## config.mk

```make
export PLATFORM = sky130hd
export DESIGN_NAME = ram_program_loader_flat
export DESIGN_NICKNAME = d
export VERILOG_FILES = /design/src/rtl/ram_program_loader_if.sv /design/src/rtl/ram_program_loader.sv /design/src/flat_wrapper.sv
export SDC_FILE = /design/constraint.sdc
export NUM_CORES = 1
export LEC_CHECK = 0
export CAP_MARGIN = 5
export CELL_PAD_IN_SITES_DETAIL_PLACEMENT = 0
export CELL_PAD_IN_SITES_GLOBAL_PLACEMENT = 1
export CORE_ASPECT_RATIO = 1.5
export CORE_UTILIZATION = 36
export CTS_BUF_LIST = sky130_fd_sc_hd__clkbuf_16
export DETAILED_ROUTE_END_ITERATION = 8
export PLACE_DENSITY = 0.79
export SYNTH_ARGS = -nofsm -noshare
export SYNTH_HDL_FRONTEND = slang
export SYNTH_SLANG_ARGS = --single-unit
export TNS_END_PERCENT = 5
```

## constraint.sdc

```tcl
create_clock -name clk -period 1.8 [get_ports clk]
set_input_delay 0.45 -clock clk [delete_from_list [all_inputs] [get_ports clk]]
set_output_delay 0.45 -clock clk [all_outputs]
set_load 0.02 [all_outputs]
```

## src/rtl/ram_program_loader_if.sv

```systemverilog
// Word handshake from the boot source and byte write port toward the instruction memory.
interface ram_program_loader_if #(
    parameter int unsigned ADDR_W = 8,
    parameter int unsigned DATA_W = 8
);
    localparam int unsigned WORD_W = 4 * DATA_W;

    logic              word_valid;
    logic              word_ready;
    logic [WORD_W-1:0] word_data;
    logic              word_last;
    logic              mem_we;
    logic [ADDR_W-1:0] mem_addr;
    logic [DATA_W-1:0] mem_wdata;

    modport master (
        output word_valid, word_data, word_last,
        input  word_ready, mem_we, mem_addr, mem_wdata
    );

    modport slave (
        input  word_valid, word_data, word_last,
        output word_ready, mem_we, mem_addr, mem_wdata
    );
endinterface

```

## src/rtl/ram_program_loader.sv

```systemverilog
// Splits 32-bit program words into LSB-first byte writes at consecutive addresses.
// Optional running byte checksum output enabled by LOADER_CHECKSUM_EN.
module ram_program_loader #(
    parameter int unsigned ADDR_W = 8,
    parameter int unsigned DATA_W = 8
) (
    input  logic              clk,
    input  logic              rst,
    input  logic              start,
    input  logic [ADDR_W-1:0] base_addr,
    input  logic              abort,
    ram_program_loader_if.slave bus,
    output logic              busy,
    output logic              done,
    output logic [7:0]        word_count,
    output logic              wrap_flag
`ifdef LOADER_CHECKSUM_EN
    ,
    output logic [DATA_W-1:0] checksum
`endif
);
    localparam int unsigned WORD_W = 4 * DATA_W;
    localparam int unsigned IDX_W  = 2;

    typedef enum logic [1:0] {IDLE, ACCEPT, WRITE, DONE} state_t;

    state_t             state;
    state_t             state_nxt;
    logic [ADDR_W-1:0]  ptr;
    logic [IDX_W-1:0]   idx;
    logic [WORD_W-1:0]  word_q;
    logic               last_q;
    logic               mem_we_r;
    logic [ADDR_W-1:0]  mem_addr_r;
    logic [DATA_W-1:0]  mem_wdata_r;

    logic               word_ready;
    logic               start_c;
    logic               accept_c;
    logic               write_c;
    logic               finish_c;
    logic               abort_c;
    logic [DATA_W-1:0]  byte_c;

    // State register
    always_ff @(posedge clk) begin
        if (rst) state <= IDLE;
        else     state <= state_nxt;
    end

    // Next-state logic; abort outranks any handshake or write progress
    always_comb begin
        state_nxt = state;
        case (state)
            IDLE:    if (start) state_nxt = ACCEPT;
            ACCEPT:  if (abort) state_nxt = IDLE;
                     else if (bus.word_valid) state_nxt = WRITE;
            WRITE:   if (abort) state_nxt = IDLE;
                     else if (idx == IDX_W'(3)) state_nxt = last_q ? DONE : ACCEPT;
            DONE:    state_nxt = IDLE;
            default: state_nxt = IDLE;
        endcase
    end

    // Output / datapath control decode
    always_comb begin
        word_ready = 1'b0;
        start_c    = 1'b0;
        accept_c   = 1'b0;
        write_c    = 1'b0;
        finish_c   = 1'b0;
        abort_c    = 1'b0;
        byte_c     = word_q[int'(idx) * DATA_W +: DATA_W];
        case (state)
            IDLE:   start_c = start;
            ACCEPT: begin
                word_ready = 1'b1;
                abort_c    = abort;
                accept_c   = bus.word_valid & ~abort;
            end
            WRITE: begin
                abort_c = abort;
                write_c = ~abort;
            end
            DONE: begin
                abort_c  = abort;
                finish_c = ~abort;
            end
            default: ;
        endcase
    end

    // Pointer, byte sequencing and registered outputs
    always_ff @(posedge clk) begin
        if (rst) begin
            ptr         <= '0;
            idx         <= '0;
            word_q      <= '0;
            last_q      <= 1'b0;
            mem_we_r    <= 1'b0;
            mem_addr_r  <= '0;
            mem_wdata_r <= '0;
            busy        <= 1'b0;
            done        <= 1'b0;
            word_count  <= '0;
            wrap_flag   <= 1'b0;
        end else begin
            mem_we_r <= write_c;
            done     <= finish_c;
            if (start_c) begin
                ptr        <= base_addr;
                word_count <= '0;
                wrap_flag  <= 1'b0;
                busy       <= 1'b1;
            end
            if (accept_c) begin
                word_q     <= bus.word_data;
                last_q     <= bus.word_last;
                word_count <= word_count + 8'd1;
                idx        <= '0;
            end
            if (write_c) begin
                mem_addr_r  <= ptr;
                mem_wdata_r <= byte_c;
                ptr         <= ptr + ADDR_W'(1);
                idx         <= idx + IDX_W'(1);
                if (ptr == {ADDR_W{1'b1}}) wrap_flag <= 1'b1;
            end
            if (abort_c || finish_c) busy <= 1'b0;
        end
    end

`ifdef LOADER_CHECKSUM_EN
    // Running sum of every byte presented to the memory
    always_ff @(posedge clk) begin
        if (rst)          checksum <= '0;
        else if (start_c) checksum <= '0;
        else if (write_c) checksum <= checksum + byte_c;
    end
`endif

    assign bus.word_ready = word_ready;
    assign bus.mem_we     = mem_we_r;
    assign bus.mem_addr   = mem_addr_r;
    assign bus.mem_wdata  = mem_wdata_r;

endmodule
```

## src/flat_wrapper.sv

```systemverilog
// flat-port wrapper written by rule: the top's interface ports become plain ports
module ram_program_loader_flat 
#(
    parameter int unsigned ADDR_W = 8,
    parameter int unsigned DATA_W = 8
)
  (clk, rst, start, base_addr, abort, busy, done, word_count, wrap_flag, bus_word_valid, bus_word_data, bus_word_last, bus_word_ready, bus_mem_we, bus_mem_addr, bus_mem_wdata);
  ram_program_loader_if #(.ADDR_W(ADDR_W), .DATA_W(DATA_W)) bus_i ();
  input  logic clk;
  input  logic rst;
  input  logic start;
  input  logic [ADDR_W-1:0] base_addr;
  input  logic abort;
  output logic busy;
  output logic done;
  output logic [7:0] word_count;
  output logic wrap_flag;
  input wire logic [$bits(bus_i.word_valid)-1:0] bus_word_valid;
  input wire logic [$bits(bus_i.word_data)-1:0] bus_word_data;
  input wire logic [$bits(bus_i.word_last)-1:0] bus_word_last;
  output wire logic [$bits(bus_i.word_ready)-1:0] bus_word_ready;
  output wire logic [$bits(bus_i.mem_we)-1:0] bus_mem_we;
  output wire logic [$bits(bus_i.mem_addr)-1:0] bus_mem_addr;
  output wire logic [$bits(bus_i.mem_wdata)-1:0] bus_mem_wdata;
  assign bus_i.word_valid = bus_word_valid;
  assign bus_i.word_data = bus_word_data;
  assign bus_i.word_last = bus_word_last;
  assign bus_word_ready = bus_i.word_ready;
  assign bus_mem_we = bus_i.mem_we;
  assign bus_mem_addr = bus_i.mem_addr;
  assign bus_mem_wdata = bus_i.mem_wdata;
  ram_program_loader #(.ADDR_W(ADDR_W), .DATA_W(DATA_W)) u_core (.clk(clk), .rst(rst), .start(start), .base_addr(base_addr), .abort(abort), .bus(bus_i), .busy(busy), .done(done), .word_count(word_count), .wrap_flag(wrap_flag));
endmodule
```

Yosys cells after proc, flatten, opt, wreduce, memory -nomap -nowiden
Index checks and enable logic that the tools add are counted.
Widths: inputs -> output; s select.
{ "classes": {"add_sub_neg": 3, "eq_ne": 8, "n_reduce_logical": 8, "n_bitwise": 2, "shifts": 1, "muxes": 22} }
{ "op_table": {"columns": ["cell", "n"], "rows": [
  ["$mux 8", 4],
  ["$shiftx 32x6->8", 1],
  ["$add 8x1->8 const B", 2],
  ["$mux 2", 8],
  ["$mux 1", 9],
  ["$eq 8x8->1 const B", 1],
  ["$pmux 2 s4", 1],
  ["$eq 2x2->1 const B", 3],
  ["$reduce_bool 2->1", 3],
  ["$ne 3x2->1 const B", 1],
  ["$ne 3x3->1 const B", 1],
  ["$reduce_and 3->1", 1],
  ["$reduce_or 3->1", 1],
  ["$add 2x1->2 const B", 1],
  ["$eq 2x1->1 const B", 1],
  ["$logic_not 2->1", 1],
  ["$ne 2x2->1 const B", 1],
  ["$reduce_or 2->1", 1],
  ["$and 1x1->1", 1],
  ["$logic_or 1x1->1", 1],
  ["$not 1->1", 1]
]} }
{ "word_totals": {"out_inout_bits": 29, "regBits": 73, "inputBits": 46, "word_cells": 56} }

Longest topological paths before layout
{ "logic_depth": {"word_depth": 5, "depth_mapped": 7, "mapped_depth_nobuf": 5} }

Worst setup path after synthesis
OpenSTA, ideal clock, no wires.
{ "synth_path": {"path_kind": "in2reg", "from": "in abort", "to": "reg u_core.ptr[7]", "slack_ns": 0.128, "t_required_ns": 1.678, "n_path_buf": 3, "t_arrival_ns": 1.550, "setup_ns": 0.122, "path_stages": 6, "cell_sequence": "buf_2 -> or3b_2 -> clkbuf_1 -> buf_2 -> a211oi_1 -> nor3_1"} }
{ "synth_between": {"elab_chain_cells": 3, "elab_cells_between_ends": 4, "cone_classes": "2 x mux; 1 x bitwise; 1 x reduce/logical"} }
{ "synth_rtl": {"columns": ["element", "line_no", "text"], "rows": [
  ["from (decl)", "flat_wrapper.sv:13", "input logic abort;"],
  ["$not 1->1 *", "ram_program_loader.sv:83", "write_c = ~abort;"],
  ["$mux 1 *", "ram_program_loader.sv:74", "case (state)"],
  ["$mux 8 / $reduce_bool 2->1 (equally long branches)", null, null],
  ["to (signal assigned)", "ram_program_loader.sv:111", "ptr <= base_addr;"],
  ["to (signal assigned)", "ram_program_loader.sv:125", "ptr <= ptr + ADDR_W'(1);"],
  ["to (decl)", "ram_program_loader.sv:29", "logic [ADDR_W-1:0] ptr;"]
]} }
Every way passes the cells marked *; elsewhere a longest branch is shown, timed or not.
A chain may end at the register's enable or synchronous reset.

Worst setup path after layout
{ "layout_path": {"from": "reg u_core.word_count[6]", "to": "out word_count[6]"} }
{ "layout_lines": {"columns": ["element", "line_no", "text"], "rows": [
  ["from (decl)", "ram_program_loader.sv:15", "output logic [7:0] word_count,"],
  ["from (signal assigned)", "ram_program_loader.sv:119", "word_count <= word_count + 8'd1;"],
  ["to (decl)", "flat_wrapper.sv:16", "output logic [7:0] word_count;"]
]} }
No word-level cell between the ends.

==> impl_metrics.ini <==
[run_status]
status = completed

[placed_design]
dp_hpwl_um = 5428
place_congestion = 0.8136
port_buffers = 74

[grt]
use_met3_pct = 2.222
grt_max_degree = 33
gr-total-overflow = 0
met2_usage_pct = 31.92
grt_pass1_vias = 2676
antenna_found_initial = 0
track_usage_pct = 17.96
grt.busiest_layer = met2
grt_pass1_wl_um = 12580
grt_util_met1_pct = 20.92

[layout]
n_antenna_cell = 0
final_core_util_pct = 52.78
syn_to_final_growth_pct = 43.32
drive_gt1_share_pct = 12.69
layout.nets = 509

[setup_path]
end_kind = output pin
endpoint = word_count[6]
cpPeakStageDelay_ns = 0.62
r2r_cells = 5
crit_required_ns = 1.35
crit_start = u_core.word_count[6]$_SDFFE_PP0P_
cp_data_arrival_time_ns = 1.32
r2r_start = u_core.state[0]$_SDFFE_PP0P_
critPathKind = register to output pin
path_delay_family = buffers and inverters
worstSetupPathDepth = 1
critPathMaxFanout = 4
cp-start-kind = register
r2r_setup_slack_ns = 0.18
r2r-end = u_core.word_count[7]$_SDFFE_PP0P_
crit_buf_inv = 1
crit_slowest_cell = clkdlybuf4s50_1
crit_chain = clkdlybuf4s50_1

[clock_tree]
clk_pin_slew_ns = 0.06
holdBufCountCts = 0
htreeDepth = 3
cts_buffer_depth = 2
cts_setup_buffers = 0
cts_tree = built
numCtsBuffers = 9
root_buffer = clkbuf_16
clk_latency_ns = 0.33
clkSinkCount = 73

[pwr]
clkPwrFrac_pct = 50.5
swShare_pct = 20.99
p_sw_uw = 843.9
pwr-share-seq_pct = 41.7
p_leak_nw = 1.620
combPwrFrac_pct = 7.8
irDropWorstVdd_mv = 0.8116
power.density_nw_per_um2 = 910.9
p_int_mw = 3.176

[die]
rows = 41
die_w_um = 77.52
die_area_um2 = 8935
die_h_um = 115.3
core-area_um2 = 8362
io_pins = 75
start_util_pct = 36.82

[synthesis]
synthesis.nets = 424
synth_area_per_cell_um2 = 8.211
yosysWarningCount = 0
syn_area_um2 = 3079
synthCells = 375
synth-seq-cells = 73
seq_area_frac_synth_pct = 47.46
yosysUniqueCellTypes = 38

[drt]
first_pass_iters = 4
drtIter0Drc = 108
wl_per_cell_um = 13.09
ant_nets = 0
viasPerCell = 4.930
drcViolationCount = 0
wl_um = 7488
routed-via-count = 2820

[sta]
period_share_pct = 98.23
worst_pin_slew_ns = 0.4632
rsz0062_at_grt = no
hold_viol = 0
timing.fmax_mhz = 565.6
drv_slew = 0
slew_headroom_pct = 69.08
setup-violations-final = 0
clock_skew_ns = 0.005876
fin_crit_ns = 1.768
whs_ns = 0.4504

[job]
maxCapViolCount = 0

[hold_path]
hold_depth = 2
hold_path_class = register to register
-- cell usage after synthesis --
master     instances  area (um^2)
or3b_2             3        26.28
o22ai_1            3        18.77
nand4bb_1          1        11.26
nand2b_1           4        25.02
inv_1              5        18.77
a31oi_1            4        25.02
ha_1               3        37.54
and2_1             1        6.260
o21ai_0            7        35.03
nor2_1            18        67.56
a211oi_1           3        22.52
xnor2_1            3        26.28
clkbuf_1          15        56.30
nor3b_1            2        15.01
mux2i_1            1        10.01
and4_1             1        8.760
nor2b_1            1        6.260
nand3_1            6        30.03
and4bb_2           1        12.51
a2bb2oi_1          1        8.760
nand2_1          110        412.9
mux2_2             1        11.26
and3_1             3        18.77
a22o_1             1        8.760
or4_1              1        7.510
a22oi_1            3        22.52
a221o_1            1        10.01
buf_2              8        40.04
a21oi_1           63        315.3
a221oi_1           1        8.760
mux4_2             8        180.2
o211ai_1           2        15.01
or3_1              3        18.77
dfxtp_1           73         1461
a21o_1             2        15.01
buf_1              4        15.01
nor4b_2            1        15.01
nor3_1             7        35.03
-- metal layers --
| metal | part of all wire, % | vias up | wire [um] |
|---|---|---|---|
| met1 | 44 | 1297 | 3327 |
| met2 | 51 | 59 | 3791 |
| met4 | 1.9 | 0 | 146 |
| met5 | 0 | - | 0 |
| met3 | 3.0 | 11 | 221 |
| li1 | - | 1453 | - |
-- how the worst min path moves through the flow --
stage	slack (ns)	to	from
after floorplan	0.43	u_core.word_q[16]$_SDFFE_PP0P_	u_core.word_q[16]$_SDFFE_PP0P_
after global placement	0.44	u_core.word_q[4]$_SDFFE_PP0P_	u_core.word_q[4]$_SDFFE_PP0P_
after detailed placement	0.44	u_core.word_q[22]$_SDFFE_PP0P_	u_core.word_q[22]$_SDFFE_PP0P_
after CTS	0.45	u_core.word_q[22]$_SDFFE_PP0P_	u_core.word_q[22]$_SDFFE_PP0P_
after global routing	0.47	u_core.last_q$_SDFFE_PP0P_	u_core.last_q$_SDFFE_PP0P_
final	0.45	u_core.word_q[22]$_SDFFE_PP0P_	u_core.word_q[22]$_SDFFE_PP0P_
-- final cells by class --
type | count | area, um^2
fill | 818 | 3949
clock inverter | 7 | 118.9
inverter | 5 | 18.77
timing repair buffer | 101 | 959.7
multi-input combinational | 270 | 1495
tap | 107 | 133.9
sequential | 73 | 1461
clock buffer | 9 | 225.2
-- repair_timing --
item                                    CTS  global route
gates cloned                              0             0
gates resized for setup                   7             3
endpoints found under the setup margin    7             5
-- sequential cells by signal (all words and copies together) (netlist names) --
signal / count
u_core.bus.mem_addr: 8
u_core.bus.mem_we: 1
u_core.last_q: 1
u_core.done: 1
u_core.state: 2
u_core.bus.mem_wdata: 8
u_core.ptr: 8
u_core.word_count: 8
u_core.word_q: 32
u_core.wrap_flag: 1
u_core.idx: 2
u_core.busy: 1
-- logic make-up (layout without fill, tap and decap cells) --
logic type / Yosys count / in the layout / share of synthesized area [%]
XOR/XNOR: 3 / 3 / 0.8535
AND/OR/NAND/NOR: 163 / 163 / 23.28
buffers and inverters: 32 / 122 / 4.226
adder cells (fa/ha/maj): 3 / 3 / 1.219
AO/OA/AOI/OAI: 91 / 91 / 16.42
multiplexers: 10 / 10 / 6.542
flip-flops: 73 / 73 / 47.46
-- worst reg2reg max path, delay by kind of cell (launching register included) --
| family | cells | cell delay [ns] |
|---|---|---|
| and+or+nand+nor | 3 | 0.70 |
| DFF | 1 | 0.32 |
| muxes | 1 | 0.28 |
| buffers and inverters | 1 | 0.20 |
-- layout by cell type, fill, tap and decap left out, drive strengths merged, types with 3 or more instances in the layout --
| cell type | instances |
|---|---|
| or3 | 3 |
| a22oi | 3 |
| clkdlybuf4s50 | 64 |
| xnor2 | 3 |
| a21oi | 63 |
| nand2b | 4 |
| or3b | 3 |
| dfxtp | 73 |
| ha | 3 |
| a211oi | 3 |
| and3 | 3 |
| dlygate4sd2 | 7 |
| nor3 | 7 |
| clkbuf | 9 |
| mux4 | 8 |
| o21ai | 7 |
| nand2 | 110 |
| o22ai | 3 |
| nor2 | 18 |
| buf | 28 |
| nand3 | 6 |
| bufinv | 3 |
| a31oi | 4 |
| inv | 5 |
-- power by group through the flow --
stage          Sequential [mW]  Combinational (mW)  Clock (mW)
2_1_floorplan             1.71               0.134           0
3_3_place_gp              1.71               0.312           0
3_5_place_dp              1.71               0.314           0
4_1_cts                   1.68               0.314        2.07
5_1_grt                   1.68               0.342        2.15
6_report                  1.68               0.312        2.03
-- stage by stage --
stage	cell area [um^2]	power [mW]	instances	worst slack, ns	setup TNS, ns
5_1_grt	4413	4.169	572	0.001546	0
6_report	4413	4.020	572	0.03182	0
4_1_cts	4405	4.061	572	0.01532	0
2_1_floorplan	3079	1.844	375	0.1280	0
3_5_place_dp	4070	2.026	556	-0.2763	-11.06
3_3_place_gp	4070	2.023	556	-0.2517	-9.639
No activity file was read; power rests on OpenSTA's default activity.
